$ cat src/rtl/regfile_pkg.sv
// regfile_pkg: shared defaults, address type and named register indices for regfile_mp
package regfile_pkg;
   localparam int DATA_WIDTH_DEF = 32;
   localparam int NUM_REGS_DEF = 32;
   localparam int AW_DEF = $clog2(NUM_REGS_DEF);
   typedef logic [AW_DEF-1:0] reg_addr_t;
   localparam reg_addr_t REG_ZERO = reg_addr_t'(0);
   localparam reg_addr_t REG_SP = reg_addr_t'(29);
   localparam reg_addr_t REG_FP = reg_addr_t'(30);
   localparam reg_addr_t REG_RA = reg_addr_t'(31);
endpackage

$ cat src/rtl/regfile_scoreboard.sv
// regfile_scoreboard: per-register pending bits with set-wins/flush-first priority and an incremental pending count
module regfile_scoreboard
   import regfile_pkg::*;
#(
   parameter int NUM_REGS = NUM_REGS_DEF,
   parameter int AW = $clog2(NUM_REGS)
) (
   input  logic                clk,
   input  logic                reset,
   input  logic                iss_en,
   input  logic [AW-1:0]       iss_addr,
   input  logic                clr_en,
   input  logic [AW-1:0]       clr_addr,
   input  logic                flush,
   output logic [NUM_REGS-1:0] pending,
   output logic [AW:0]         pend_count
);
   localparam int CW = AW + 1;
   logic set_v, clr_v, inc, dec;
   logic [NUM_REGS-1:0] set_mask, clr_mask, pending_next;
   always_comb begin
      set_v = iss_en && iss_addr != AW'(REG_ZERO);
      clr_v = clr_en && clr_addr != AW'(REG_ZERO);
      set_mask = set_v ? (NUM_REGS'(1) << iss_addr) : '0;
      clr_mask = clr_v ? (NUM_REGS'(1) << clr_addr) : '0;
      pending_next = flush ? '0 : (pending & ~clr_mask) | set_mask;
      inc = set_v && !pending[iss_addr];
      // a clear landing on a register being re-issued this cycle leaves it pending
      dec = clr_v && pending[clr_addr] && !(set_v && iss_addr == clr_addr);
   end
   always_ff @(posedge clk or posedge reset) begin
      if (reset) begin
         pending <= '0;
         pend_count <= '0;
      end else begin
         pending <= pending_next;
         pend_count <= flush ? '0 : pend_count + CW'(inc) - CW'(dec);
      end
   end
endmodule

$ cat src/rtl/regfile_mp.sv
// regfile_mp: multi-read-port register file with pending-write scoreboard.
// Define REGFILE_BYPASS_EN to forward same-cycle writes onto read data and pending.
module regfile_mp
   import regfile_pkg::*;
#(
   parameter int DATA_WIDTH = DATA_WIDTH_DEF,
   parameter int NUM_REGS = NUM_REGS_DEF,
   parameter int NUM_READ = 2,
   parameter int RA_INDEX = NUM_REGS - 1,
   localparam int AW = $clog2(NUM_REGS)
) (
   input  logic                           clk,
   input  logic                           reset,
   input  logic [NUM_READ*AW-1:0]         rd_addr,
   output logic [NUM_READ*DATA_WIDTH-1:0] rd_data,
   output logic [NUM_READ-1:0]            rd_pending,
   input  logic                           wr_en,
   input  logic                           wr_ra,
   input  logic [AW-1:0]                  wr_addr,
   input  logic [DATA_WIDTH-1:0]          wr_data,
   input  logic                           iss_en,
   input  logic [AW-1:0]                  iss_addr,
   input  logic                           flush,
   output logic [AW:0]                    pend_count
);
   logic [DATA_WIDTH-1:0] regs [NUM_REGS];
   logic [NUM_REGS-1:0] pending;
   logic [AW-1:0] wa;
   assign wa = wr_ra ? AW'(RA_INDEX) : wr_addr;
   // r0 is never written, so it holds its reset value of zero forever
   always_ff @(posedge clk or posedge reset) begin
      if (reset) for (int i = 0; i < NUM_REGS; i++) regs[i] <= '0;
      else if (wr_en && wa != AW'(REG_ZERO)) regs[wa] <= wr_data;
   end
   regfile_scoreboard #(.NUM_REGS(NUM_REGS), .AW(AW)) u_sb (
      .clk(clk), .reset(reset), .iss_en(iss_en), .iss_addr(iss_addr),
      .clr_en(wr_en), .clr_addr(wa), .flush(flush),
      .pending(pending), .pend_count(pend_count)
   );
   for (genvar p = 0; p < NUM_READ; p++) begin : g_rd
      logic [AW-1:0] ra;
      logic hit;
      assign ra = rd_addr[p*AW +: AW];
`ifdef REGFILE_BYPASS_EN
      assign hit = wr_en && wa == ra && ra != AW'(REG_ZERO);
`else
      assign hit = 1'b0;
`endif
      assign rd_data[p*DATA_WIDTH +: DATA_WIDTH] = hit ? wr_data : regs[ra];
      assign rd_pending[p] = pending[ra] && !hit;
   end
endmodule

$ cat config.mk
export PLATFORM = sky130hd
export DESIGN_NAME = regfile_mp
export DESIGN_NICKNAME = d
export VERILOG_FILES = /design/src/rtl/regfile_pkg.sv /design/src/rtl/regfile_scoreboard.sv /design/src/rtl/regfile_mp.sv
export SDC_FILE = /design/constraint.sdc
export NUM_CORES = 2
export LEC_CHECK = 0
export BUFFER_PORTS_ARGS = -buffer_cell sky130_fd_sc_hd__buf_2
export CORE_AREA = 5 5 484 486
export CTS_BUF_LIST = sky130_fd_sc_hd__clkbuf_4
export DETAILED_ROUTE_END_ITERATION = 10
export DIE_AREA = 0 0 489 491
export GPL_TIMING_DRIVEN = 0
export HOLD_SLACK_MARGIN = 0.03
export RECOVER_POWER = 25
export SLEW_MARGIN = 20
export SYNTH_ARGS = -nofsm -noshare
export SYNTH_HDL_FRONTEND = slang
export SYNTH_SLANG_ARGS = --single-unit
$ cat constraint.sdc
create_clock -name clk -period 41.2 [get_ports clk]
set_clock_uncertainty 0.05 [all_clocks]
set_input_delay 8.24 -clock clk [delete_from_list [all_inputs] [get_ports clk]]
set_output_delay 8.24 -clock clk [all_outputs]
set_load 0.05 [all_outputs]
# Word level (Yosys, flattened, before mapping)
# Cells that the tools add are included.
[totals]
reg_bits = 1062
input_bits = 58
output_inout_bits = 72
elab_cells = 86
[classes]
addsub = 2
magnitude_cmp = 8
eq_ne = 1
shifts = 2
muxes = 22
n_bitwise = 6
n_reduce_logical = 11
[op_table]
columns = ["operator", "count"]
rows = [
  ["1024-bit bitwise mux", 1],
  ["32-bit binary-select mux with 5-bit select", 2],
  ["32-bit 2-to-1 mux", 8],
  ["32-bit demux with 5-bit select", 1],
  ["1-bit by 5-bit << shifter with 32-bit output, first input constant", 2],
  ["32-bit AND", 1],
  ["32-bit NOT", 1],
  ["32-bit bitwise OR", 1],
  ["5-bit by 6-bit less-than comparator with 1-bit output, second input constant", 4],
  ["1-bit binary-select mux with 5-bit select", 4],
  ["6-bit greater-or-equal comparator, second input constant", 3],
  ["5-bit NOT with 6-bit output", 3],
  ["5-bit nonzero test", 2],
  ["1-bit logical AND", 7],
  ["6-bit by 1-bit adder with 6-bit output", 1],
  ["6-bit by 1-bit less-than comparator with 1-bit output, second input constant", 1],
  ["6-bit 2-to-1 mux", 1],
  ["6-bit by 1-bit subtractor with 6-bit output", 1],
  ["5-bit equality test", 1],
  ["5-bit 2-to-1 mux", 1],
  ["1-bit 2-to-1 mux", 4],
  ["1-bit logical NOT", 2],
]

# Longest topological paths before layout
[depth]
ltp_word = 8
depth_mapped = 17
mapped_depth_nobuf = 14

# Cells and area by module
# A second synthesis with hierarchy kept.
[hier_totals]
cells_unflattened = 4946
area_unflattened_um2 = 58322.2
[by_module_without_submodules]
columns = ["module", "n_inst", "cells_per_inst", "area_per_inst_um2", "seq_area_each_um2"]
rows = [
  ["regfile_mp", 1, 4691, 55819.8, 25624.6],
  ["regfile_scoreboard", 1, 255, 2502.4, 950.9],
]

# Least setup slack after synthesis
# Ideal clock, no wire load.
[synth_path]
kind = "in2out"
start = "input rd_addr[0]"
end = "output rd_data[14]"
arrival_time_ns = 10.094
required_time_ns = 32.910
slack_ns = 22.816
path_stages = 6
n_path_buf = 3
cell_sequence = "buf_2 buf_6 buf_4 mux4_2 mux4_2 mux2_2"
[synth_via]
elab_chain_len = 4
[synth_lines]
columns = ["item", "line", "text"]
rows = [
  ["from (decl)", "regfile_mp.sv:14", "input logic [NUM_READ*AW-1:0] rd_addr,"],
  ["5-bit NOT with 6-bit output (not written as such)", "regfile_mp.sv:49", "assign rd_data[p*DATA_WIDTH +: DATA_WIDTH] = hit ? wr_data : regs[ra];"],
  ["32-bit binary-select mux with 5-bit select", "regfile_mp.sv:49", ""],
  ["32-bit 2-to-1 mux (not written as such) (2 in series)", "regfile_mp.sv:49", ""],
  ["to (decl)", "regfile_mp.sv:15", "output logic [NUM_READ*DATA_WIDTH-1:0] rd_data,"],
]
# Every way passes these cells. The select of a mux whose other input is x is not followed.

# Final worst setup path
[layout_path]
start = "input rd_addr[6]"
end = "output rd_data[61]"
# The elaborated chain is that of the path after synthesis.

==> flow_summary.toml <==
[grt]
track_usage = 0.168
grt.overflow.total = 0
antenna_found_initial = 38
grt_pass1_vias = 38900
grt_max_degree = 106
grt_pass1_wl_mm = 290

[cells_and_area]
fin_nets = 3971
fin_cells = 7161
finalInstanceArea_mm2 = 0.0654
drive_gt1_frac = 0.600
fin_util = 0.285
fillCellCount = 23000
synthToLayoutAreaGrowth_pct = 14.8

[power_and_ir_drop]
leakagePower_nw = 28.4
total_power_mw = 2.82
peakVddDrop_mv = 0.0248
power-per-cell-area_mw_per_mm2 = 43.1

[floorplanning]
dieArea_mm2 = 0.240
core_area_mm2 = 0.229
io_pins = 130
die_w_um = 489
initial_core_util = 0.249
rows = 176
fp.dieH_um = 491

[synthesis]
async_flop_share = 1.00
synth_top_family_by_area = "multiplexers"
syn_inst = 3452
synth_cell_types = 55
synth_top_area_cell = "dfrtp_1"
yosys.area_share.simple = 0.0137
ys_dominant_reg_cell = "dfrtp_1"
synth_edf_count = 0
ys_warn_count = 0
synth.area.top_cells = "dfrtp_1 47%, mux4_2 26%, mux2_2 20%"
synth_nets = 3517
synth_seq_cells = 1062
synth_commonest_cells = "1062 x dfrtp_1, 1009 x mux2_2, 668 x mux4_2"
yosys.area_share.adder = 0.00167
synth_seq_area_share = 0.466
synth.most_common_cell = "dfrtp_1"
syn_area_per_cell_um2 = 16.5
yosys.area.top_type_share = 0.466
synth_compound_area_frac = 0.00863
synthMuxAreaShare = 0.475
netlist_area_mm2 = 0.0570
synth-xor-area-share = 0.000922

[routing]
dr.first_iter.drc_count = 3741
viasPerCell = 5.20
dr.pass1.iters = 5
wirelength_met1_mm = 84.2
wl_met3_mm = 18.6
wl_per_cell_um = 28.5
drc = 0
topRoutingLayerUsed = "met5"
vias = 37200
routed_wl_mm = 204
wl_met2_mm = 91.3
postRouteAntennaNets = 0

[placement]
placedCellCount = 6605
dpl_cell_area_mm2 = 0.0617
hpwl_mm = 139
gp_congestion = 0.881
io_buffers = 114

[worst_setup_path]
cp_max_fo = 10
worstPathCellList = "clkbuf_1 > clkbuf_1 > mux4_2 > mux4_2 > mux2_2 > buf_2"
worst-setup-path-type = "primary input to primary output"
slowest_delay_ps = 940
arrival_ps = 11590
cp-end-kind = "primary output"
start_kind = "primary input"
crit_slowest_cell = "clkbuf_1"
crit_required_ps = 32910

[clock_network]
cts_setup_buffers = 0
htree_num_levels = 5
path_clk_slew_ps = 50
cts.sinks = 1062
clk_path_buf_depth = 4
clk_latency_ps = 1320
cts.repair.resized = 0
hold_buffers = 0
numCtsBuffers = 322
cts_tree = "done"
cts_root_buffer = "clkbuf_4"

[sta]
slew-limit-headroom = -2.74
setup_violations = 0
rsz0062_at_grt = "no"
hold_viol = 0
drv_slew = 806
worst_pin_slew_ps = 5610
fin_crit_ps = 19880
timing.setup.tns_ps = 0
fin_crit_sh = 0.483
max_freq_ghz = 0.0503

[outcome]
status = "finished, violations left"
violations = "capacitance limit, slew limit"

[run]
cap_violations = 9

[min_path]
hold_path.class = "register to register"
cell type report:
| cell class | count | area (µm²) | share of cell area |
|---|---|---|---|
| antenna | 23 | 57.6 | 0.000880 |
| clock inverter | 72 | 340 | 0.00520 |
| clock buffer | 458 | 3440 | 0.0526 |
| tap | 3026 | 3790 | 0.0579 |
| multi-input combinational | 1973 | 28500 | 0.436 |
| sequential | 1062 | 26600 | 0.406 |
| inverter | 14 | 53.8 | 0.000822 |
| buffer | 403 | 1940 | 0.0296 |
| timing repair buffer | 130 | 741 | 0.0113 |
metrics by stage:
| step | hold slack, ps | setup slack (ps) |
|---|---|---|
| after detailed placement | 414 | 21350 |
| after CTS | 427 | 21350 |
| after global placement | 403 | -8980 |
| after global routing | 446 | 21180 |
| final | 427 | 21320 |
| after floorplan | 391 | 3020 |
worst paths after layout:
| path | startpoint | endpoint | slack [ps] | cells past startpoint |
|---|---|---|---|---|
| worst max-delay path | rd_addr[6] | rd_data[61] | 21320 | 6 |
| worst min-delay path | regs[998] | regs[998] | 430 | 1 |
| worst max register to register | u_sb.pending[3] | u_sb.pend_count[5] | 37530 | 12 |
| worst min register to register | regs[998] | regs[998] | 430 | 1 |
| max in group asynchronous | reset | regs[943] | 23500 | 4 |
| min in group asynchronous | reset | regs[252] | 7390 | 2 |
cells by family after synthesis:
kind of cell,after synthesis
flops,1062
xor+xnor,6
simple gates,150
fa+ha+maj,7
buf+inv,417
compound gates,74
mux,1736
critical path: cells and delay by family:
kind / cells / cell delay, ps
buffers and inverters: 3 / 2010
muxes: 3 / 1310
routing by layer:
metal  vias to the layer above  global-route usage
met2                      1721               0.252
met5                         -                   0
met4                        30              0.0789
li1                      14700                   -
met1                     20300               0.223
met3                       522              0.0524
power by group:
part	switching, mW	internal (mW)	leakage, nW	total, mW
logic	0.271	0.281	12.0	0.552
registers	0.0916	1.17	14.1	1.27
clock network	0.486	0.520	2.29	1.01
cells in the final DEF (no fill, tap or decap), types with 9 or more instances in the layout:
cell,instances
nand2_1,37
inv_1,13
mux2_2,1009
buf_6,20
clkinv_2,14
clkinv_1,51
clkbuf_4,458
a22oi_1,17
clkbuf_2,31
mux4_2,668
nor2b_1,12
nand2b_1,14
buf_2,198
o21ai_0,10
a21oi_1,21
buf_4,42
nor2_1,42
nor3_1,9
clkbuf_1,214
buf_1,24
diode_2,23
dfrtp_1,1062
nor3_2,12
mux2_1,52
sequential cells by signal (all words and copies together) (netlist names):
register         flops
regs              1024
u_sb.pend_count      6
u_sb.pending        32
Note: power is estimated with default switching activity, not from simulation.
